`src/rtl/aska_pkg.sv`:
```
// Shared constants, register addresses and FSM encoding for the ASKA SPI register front-end.
package aska_pkg;

  localparam int M          = 32;
  localparam int FRAME_BITS = 8 + M;

  localparam logic [7:0] ADDR_CONF0 = 8'h00;
  localparam logic [7:0] ADDR_CONF1 = 8'h01;
  localparam logic [7:0] ADDR_ELE1  = 8'h02;
  localparam logic [7:0] ADDR_ELE2  = 8'h03;

  typedef enum logic [1:0] {
    WAIT_IDLE = 2'd0,
    IDLE      = 2'd1,
    SHIFT     = 2'd2,
    DONE      = 2'd3
  } state_e;

endpackage

```
`src/rtl/aska_sync.sv`:
```
// Two-flop synchronizer for one asynchronous input; output lags the pin by two clk edges.
module aska_sync (
  input  logic clk,
  input  logic reset_l,
  input  logic d,
  output logic q
);

  logic s1_q, s2_q;

  always_ff @(posedge clk or negedge reset_l) begin
    if (!reset_l) begin
      s1_q <= 1'b0;
      s2_q <= 1'b0;
    end else begin
      s1_q <= d;
      s2_q <= s1_q;
    end
  end

  assign q = s2_q;

endmodule

```
`src/rtl/aska_spi_slave.sv`:
```
// Oversampled SPI Mode-0 slave: 40-bit frames (8-bit address, 32-bit data) write conf0/conf1/ele1/ele2.
// Optional readback of the addressed register on SPI_MISO when SPI_READBACK_EN is defined.
module aska_spi_slave
  import aska_pkg::*;
(
  input  logic         clk,
  input  logic         reset_l,
  input  logic         SPI_CS,
  input  logic         SPI_Clk,
  input  logic         SPI_MOSI,
  output logic         SPI_MISO,
  output logic [M-1:0] conf0,
  output logic [M-1:0] conf1,
  output logic [M-1:0] ele1,
  output logic [M-1:0] ele2,
  output logic         wr_strobe,
  output logic [1:0]   wr_addr,
  output logic         frame_err
);

  logic cs_s, sclk_s, mosi_s;
  logic sclk_d1_q;
  logic sclk_rise;

  aska_sync u_sync_cs   (.clk(clk), .reset_l(reset_l), .d(SPI_CS),   .q(cs_s));
  aska_sync u_sync_sclk (.clk(clk), .reset_l(reset_l), .d(SPI_Clk),  .q(sclk_s));
  aska_sync u_sync_mosi (.clk(clk), .reset_l(reset_l), .d(SPI_MOSI), .q(mosi_s));

  state_e                state_q, state_d;
  logic [5:0]            bit_cnt_q, bit_cnt_d;
  logic [FRAME_BITS-2:0] shift_q, shift_d;
  logic                  overrun_q, overrun_d;
  logic [M-1:0]          conf0_q, conf0_d, conf1_q, conf1_d;
  logic [M-1:0]          ele1_q, ele1_d, ele2_q, ele2_d;
  logic                  wr_strobe_q, wr_strobe_d;
  logic [1:0]            wr_addr_q, wr_addr_d;
  logic                  frame_err_q, frame_err_d;
  logic [FRAME_BITS-1:0] frame_nxt;

  assign sclk_rise = sclk_s & ~sclk_d1_q;
  // The shift register plus the bit arriving this cycle: the full frame on the 40th rise.
  assign frame_nxt = {shift_q, mosi_s};

  always_comb begin
    state_d     = state_q;
    bit_cnt_d   = bit_cnt_q;
    shift_d     = shift_q;
    overrun_d   = overrun_q;
    conf0_d     = conf0_q;
    conf1_d     = conf1_q;
    ele1_d      = ele1_q;
    ele2_d      = ele2_q;
    wr_strobe_d = 1'b0;
    wr_addr_d   = wr_addr_q;
    frame_err_d = 1'b0;
    case (state_q)
      WAIT_IDLE: if (cs_s) state_d = IDLE;
      IDLE: begin
        if (!cs_s) begin
          state_d   = SHIFT;
          bit_cnt_d = '0;
          overrun_d = 1'b0;
        end
      end
      SHIFT: begin
        if (cs_s) begin
          state_d     = IDLE;
          frame_err_d = (bit_cnt_q != 6'd0);
        end else if (sclk_rise) begin
          shift_d   = frame_nxt[FRAME_BITS-2:0];
          bit_cnt_d = bit_cnt_q + 6'd1;
          if (bit_cnt_q == 6'(FRAME_BITS - 1)) begin
            state_d = DONE;
            case (frame_nxt[FRAME_BITS-1 -: 8])
              ADDR_CONF0: conf0_d = frame_nxt[M-1:0];
              ADDR_CONF1: conf1_d = frame_nxt[M-1:0];
              ADDR_ELE1:  ele1_d  = frame_nxt[M-1:0];
              ADDR_ELE2:  ele2_d  = frame_nxt[M-1:0];
              default:    frame_err_d = 1'b1;
            endcase
            if (frame_nxt[FRAME_BITS-1 -: 6] == 6'd0) begin
              wr_strobe_d = 1'b1;
              wr_addr_d   = frame_nxt[M+1:M];
            end
          end
        end
      end
      DONE: begin
        if (cs_s) begin
          state_d     = IDLE;
          frame_err_d = overrun_q;
        end else if (sclk_rise) begin
          overrun_d = 1'b1;
        end
      end
      default: state_d = WAIT_IDLE;
    endcase
  end

  always_ff @(posedge clk or negedge reset_l) begin
    if (!reset_l) begin
      sclk_d1_q   <= 1'b0;
      state_q     <= WAIT_IDLE;
      bit_cnt_q   <= '0;
      shift_q     <= '0;
      overrun_q   <= 1'b0;
      conf0_q     <= '0;
      conf1_q     <= '0;
      ele1_q      <= '0;
      ele2_q      <= '0;
      wr_strobe_q <= 1'b0;
      wr_addr_q   <= '0;
      frame_err_q <= 1'b0;
    end else begin
      sclk_d1_q   <= sclk_s;
      state_q     <= state_d;
      bit_cnt_q   <= bit_cnt_d;
      shift_q     <= shift_d;
      overrun_q   <= overrun_d;
      conf0_q     <= conf0_d;
      conf1_q     <= conf1_d;
      ele1_q      <= ele1_d;
      ele2_q      <= ele2_d;
      wr_strobe_q <= wr_strobe_d;
      wr_addr_q   <= wr_addr_d;
      frame_err_q <= frame_err_d;
    end
  end

`ifdef SPI_READBACK_EN
  logic [M-1:0] tx_q, tx_d;
  logic         sclk_fall;

  assign sclk_fall = ~sclk_s & sclk_d1_q;

  // Load after the last address bit; hold TX[31] across the following fall so it is valid at rise 9.
  always_comb begin
    tx_d = tx_q;
    if (state_q == SHIFT && !cs_s) begin
      if (sclk_rise && bit_cnt_q == 6'd7) begin
        case (frame_nxt[7:0])
          ADDR_CONF0: tx_d = conf0_q;
          ADDR_CONF1: tx_d = conf1_q;
          ADDR_ELE1:  tx_d = ele1_q;
          ADDR_ELE2:  tx_d = ele2_q;
          default:    tx_d = '0;
        endcase
      end else if (sclk_fall && bit_cnt_q > 6'd8) begin
        tx_d = {tx_q[M-2:0], 1'b0};
      end
    end
  end

  always_ff @(posedge clk or negedge reset_l) begin
    if (!reset_l) tx_q <= '0;
    else          tx_q <= tx_d;
  end

  assign SPI_MISO = (state_q == SHIFT && !cs_s && bit_cnt_q >= 6'd8) ? tx_q[M-1] : 1'b0;
`else
  assign SPI_MISO = 1'b0;
`endif

  assign conf0     = conf0_q;
  assign conf1     = conf1_q;
  assign ele1      = ele1_q;
  assign ele2      = ele2_q;
  assign wr_strobe = wr_strobe_q;
  assign wr_addr   = wr_addr_q;
  assign frame_err = frame_err_q;

endmodule

```
`config.mk`:
```
export PLATFORM = sky130hd
export DESIGN_NAME = aska_spi_slave
export DESIGN_NICKNAME = d
export VERILOG_FILES = /design/src/rtl/aska_pkg.sv /design/src/rtl/aska_sync.sv /design/src/rtl/aska_spi_slave.sv
export SDC_FILE = /design/constraint.sdc
export NUM_CORES = 1
export LEC_CHECK = 0
export BUFFER_PORTS_ARGS = -buffer_cell sky130_fd_sc_hd__clkbuf_2
export CAP_MARGIN = 30
export CORE_UTILIZATION = 49
export CTS_CLUSTER_DIAMETER = 40
export DETAILED_ROUTE_END_ITERATION = 16
export GPL_ROUTABILITY_DRIVEN = 1
export PLACE_DENSITY_LB_ADDON = 0.2
export SLEW_MARGIN = 10
export SYNTH_ARGS = -nofsm -noshare
export SYNTH_HDL_FRONTEND = slang
export SYNTH_SLANG_ARGS = --single-unit
```
`constraint.sdc`:
```
create_clock -name clk -period 6.1 [get_ports clk]
set_input_delay 0.305 -clock clk [delete_from_list [all_inputs] [get_ports clk]]
set_output_delay 0.305 -clock clk [all_outputs]
set_load 0.01 [all_outputs]
```
Word level (Yosys, flattened, before mapping). Cells that the tools add are included. W data, S select, Z words.

ROM bits: 0. Latch bits: 0. Bits of input ports: 5. Bits in registers: 187. Output and inout bits: 133. Logic and storage cells: 78. Memories: 0. Bits in writable memories: 0.

Reduce and logical (&&, ||, !) cells: 17. Multiplexer cells: 24. Add/subtract/negate cells: 1. Multiply operators: 0. Divide/modulo/power cells: 0. Bitwise operators: 3. Magnitude comparators: 0. Equal/unequal tests: 15. Shifts and indexed selects: 0.

Operators with widths (number): $reduce_and A5 Y1 (5); $mux W6 (3); $eq A8 B2 Y1 const B (2); $mux W1 (12); $pmux W6 S2 (1); $mux W2 (5); $ne A2 B2 Y1 const B (5); $eq A8 B1 Y1 const B (1); $logic_not A8 Y1 (1); $reduce_and A4 Y1 (2); $add A6 B1 Y6 const B (1); $eq A6 B6 Y1 const B (1); $logic_not A6 Y1 (1); $ne A3 B2 Y1 const B (2); $pmux W2 S3 (1); $reduce_and A3 Y1 (2); $reduce_bool A6 Y1 (1); $eq A2 B2 Y1 const B (2); $pmux W1 S2 (2); $reduce_bool A2 Y1 (2); $reduce_or A4 Y1 (1); $eq A2 B1 Y1 const B (1); $logic_not A2 Y1 (1); $ne A2 B1 Y1 const B (1); 3 further kinds (4).

Longest topological paths before layout.
Depth in word-level cells: 7. Gate-level depth with buffers: 9. Gate-level depth less buffers: 6.

Modules after synthesis. A second synthesis with hierarchy kept.

Cells, all modules: 524. Area, all modules: 7134.3 µm².

By module, submodules not included: aska_spi_slave (instances 1, cells each 518, seq. area each 4529.3 µm², area an instance 6984.2 µm²); aska_sync (instances 3, cells each 2, seq. area each 50.0 µm², area an instance 50.0 µm²).

Worst setup path before layout. No wires, ideal clock.

Path type: register -> register. From: reg state_q[0]. To: reg ele1_q[20], in the netlist ele1[20]. Path slack: 3.861 ns. Buffers on the path: 3. Stages on the path, launching flop included: 10. Data required time: 5.972 ns. Data arrival time: 2.112 ns. Period minus slack after synthesis: 2.239 ns. Setup time: 0.128 ns. Cells stage by stage: dfrtp_1 inv_1 ha_1 and4bb_1 buf_4 nand4_4 or3b_1 buf_2 buf_6 mux2_1.

Cells in the longest elaborated chain, start to end: 2.

RTL lines: start: declaration (RTL line aska_spi_slave.sv:29) `state_e state_q, state_d;`; start signal: assignment (RTL line aska_spi_slave.sv:116) `state_q <= state_d;`; $eq A2 B2 Y1 (RTL line aska_spi_slave.sv:56) `case (state_q)`; $reduce_and A5 Y1 (no source line); end signal: assignment (RTL line aska_spi_slave.sv:122) `ele1_q <= ele1_d;`; end: declaration (RTL line aska_spi_slave.sv:34) `logic [M-1:0] ele1_q, ele1_d, ele2_q, ele2_d;`.

Every way passes these cells. A chain may end at the register's enable or synchronous reset.

Final worst setup path.
From: reg state_q[0]. To: reg conf1_q[22], in the netlist conf1[22].

Cells in the longest elaborated chain, start to end: 2.

RTL lines: $eq A2 B2 Y1 (RTL line aska_spi_slave.sv:56); $reduce_and A5 Y1 (no source line); end signal: assignment (RTL line aska_spi_slave.sv:121) `conf1_q <= conf1_d;`; end: declaration (RTL line aska_spi_slave.sv:33) `logic [M-1:0] conf0_q, conf0_d, conf1_q, conf1_d;`.

Every way passes these cells.

==> qor.yml <==
yosys:
  ys_top_cells_by_count: "187 x dfrtp_1, 107 x mux2_2, 44 x mux2_1, 18 x mux2_4, 11 x buf_2"
  synth_top_area_share_pct: 64.4
  yosysMostFrequentCell: "dfrtp_1"
  synth_ff_type: "dfrtp_1"
  synth_area_leaders: "dfrtp_1 64%, mux2_2 17%, mux2_1 6.8%"
  synth_edf_count: 0
  avgSynthCellArea_sq_um: 16.1
  async_flop_share_pct: 100
  syn_inst: 450
  ys_warn_count: 0
  syn-cell-area_sq_mm: 0.00726
  synth_seq_cells: 187
  yosys.area.top_type: "dfrtp_1"
  yosysSeqAreaShare_pct: 64.4
  syn_nets: 461
  yosysUniqueCellTypes: 40
global_routing:
  overflow: 0
  grt_max_degree: 84
  grt_usage_pct: 19.5
  grt_pass1_vias: 4192
  grt_first_pass_wirelength_um: 22300
  antenna_found_initial: 0
cells_and_area:
  nets: 605
  area_growth_syn_to_layout_pct: 21.2
  antenna_cells: 0
  layout-drive-gt1-share_pct: 50.1
  multi_input_area_sq_mm: 0.00244
  fillCellCount: 1113
  register_area_sq_mm: 0.00468
cts:
  cts_max_level: 4
  cts_resized: 0
  clockRootBuffer: "clkbuf_16"
  numCtsBuffers: 17
  ctsHoldBuffers: 4
  cts_sinks: 187
  post-cts-setup-buffers: 0
  cts_buffer_depth: 2
  clk_latency_ns: 0.43
  path_clk_slew_ns: 0.07
  cts_tree: "yes"
critical_path:
  r2r-start: "state_q[0]"
  reg2reg_depth: 8
  cp-startpoint: "state_q[0]"
  criticalPathCategory: "reg2reg"
  rr_endpoint: "conf1[22]"
  rrSetupSlack_ns: 2.74
  crit_required_ns: 6.41
  crit_path_end: "conf1[22]"
  arrival_ns: 3.68
  cp_max_fo: 34
  cp-end-kind: "flop"
  worstSetupStartpointType: "flop"
pwr:
  combinationalPowerShare_pct: 5.6
  swShare_pct: 22.5
  power_density_mw_per_mm2: 295
  p_clk_share_pct: 44.4
  peakVddDrop_uv: 202
  switchingPower_uw: 583
  pwr-share-seq_pct: 50.0
  total_power_mw: 2.60
  p_leak_nw: 4.82
  power.internal_mw: 2.01
timing:
  finalMaxSlewViolations: 0
  slew_headroom_pct: 39.3
  fin_crit_sh_pct: 55.1
  setup_viol_count_final: 0
  max_freq_mhz: 297
  rsz0062_at_grt: "false"
  post-route-min-period_ns: 3.36
  skew_ns: 0.00905
  fin_setup_tns_ns: 0
  hold_viol: 0
  worst_slew_pin_slew_ns: 0.911
drt:
  wl_per_cell_um: 17.6
  wl_um: 14000
  via_per_inst: 5.23
  first_pass_iters: 5
  drc: 0
  ant_nets: 0
  vias: 4135
  drt_first_iter_violations: 161
floorplanning:
  core.rowCount: 44
  die_w_um: 124
  die_area_sq_mm: 0.0153
  start_util_pct: 50.2
  die_h_um: 124
  coreArea_sq_mm: 0.0145
  pin_count: 138
status:
  status: "finished clean"
placement:
  port_buffers: 136
  globalplace.congestion: 0.800
  hpwl_um: 9300
worst_hold_path:
  hp-class: "reg2reg"
flow_run:
  drv_cap: 0
-- placed cells by master, fill, tap and decap left out, types with 2 or more instances in the layout --
master,n
a211oi_1,5
clkbuf_16,17
mux2_1,44
ha_1,6
inv_1,7
clkinvlp_4,2
nand3_1,2
nor2_1,9
mux2_4,18
nor3_1,2
bufinv_16,4
xnor2_1,4
nand2b_1,2
nor4_1,2
dlygate4sd3_1,4
nand2_1,9
and3_1,3
dfrtp_1,187
o22ai_1,2
clkinv_2,4
inv_6,2
mux2_2,107
buf_4,4
clkbuf_2,135
-- cell families after synthesis --
kind of cell	after synthesis	share of synthesized area, %
buffers and inverters	28	2.05
xor gates and xnor gates	4	0.482
other	1	0.0516
AOI/OAI and AO/OA	14	1.38
DFF	187	64.4
and+or+nand+nor	40	3.32
muxes	170	27.3
adders and majority gates	6	1.03
-- through the flow --
| step | utilization (%) | cells | instance area (sq um) | setup slack (ns) | hold WS, ns |
|---|---|---|---|---|---|
| 2_1_floorplan | - | 450 | 7260 | 3.86 | 0.00941 |
| 6_report | 60.8 | 791 | 8810 | 2.74 | 0.349 |
| 3_3_place_gp | 55.9 | 753 | 8100 | 2.48 | 0.334 |
| 3_5_place_dp | 56.2 | 755 | 8140 | 2.71 | 0.238 |
| 5_1_grt | 60.8 | 791 | 8810 | 2.48 | 0.351 |
| 4_1_cts | 60.8 | 791 | 8810 | 2.69 | 0.344 |
-- per-layer routing --
layer | wire length (um) | vias up | GRT usage [%] | share of wire (%)
met5 | 0 | - | 0 | 0
met4 | 235 | 0 | 7.45 | 1.7
met3 | 684 | 19 | 5.59 | 4.9
met2 | 6610 | 104 | 30.0 | 47
met1 | 6430 | 2128 | 26.3 | 46
li1 | - | 1884 | - | -
-- final cells by class --
class                           count  share of cell area, %
Sequential cell                   187                   53.1
Multi-Input combinational cell    235                   27.7
Timing Repair Buffer              146                   9.14
Clock buffer                       18                   4.87
Tap cell                          184                   2.61
Clock inverter                     14                   2.19
Inverter                            7                  0.298
-- power groups by stage --
stage | clock network, mW | logic (mW) | registers [mW]
2_1_floorplan | 0 | 0.0915 | 1.31
4_1_cts | 1.18 | 0.146 | 1.30
3_5_place_dp | 0 | 0.143 | 1.32
6_report | 1.15 | 0.144 | 1.30
3_3_place_gp | 0 | 0.134 | 1.32
5_1_grt | 1.24 | 0.167 | 1.30
-- registers in the layout, summed over array words and instances, names as in the netlist --
register          flops
u_sync_sclk.q         1
ele1                 32
u_sync_mosi.s1_q      1
wr_addr               2
u_sync_cs.q           1
bit_cnt_q             6
conf1                32
sclk_d1_q             1
wr_strobe             1
u_sync_cs.s1_q        1
frame_err             1
ele2                 32
u_sync_mosi.q         1
shift_q              39
conf0                32
state_q               2
overrun_q             1
u_sync_sclk.s1_q      1
-- worst max-delay path: stages, from the launching register on --
cell and delay, ns:
dfrtp_1 0.41, inv_1 0.10, ha_1 0.27, and4bb_2 0.49, buf_12 0.27, nand4_4 0.15
nor3b_4 0.80, buf_4 0.39, mux2_2 0.37
-- how the worst min path moves through the flow --
stage               endpoint  slack [ns]  depth (start not counted)        startpoint
2_1_floorplan   bit_cnt_q[0]       0.009                          0           reset_l
3_3_place_gp   u_sync_mosi.q        0.33                          0  u_sync_mosi.s1_q
3_5_place_dp        ele2[26]        0.24                          1           reset_l
4_1_cts             ele2[26]        0.34                          2           reset_l
5_1_grt        u_sync_sclk.q        0.35                          0  u_sync_sclk.s1_q
6_report       u_sync_sclk.q        0.35                          0  u_sync_sclk.s1_q
Note: power is estimated with default switching activity, not from simulation.
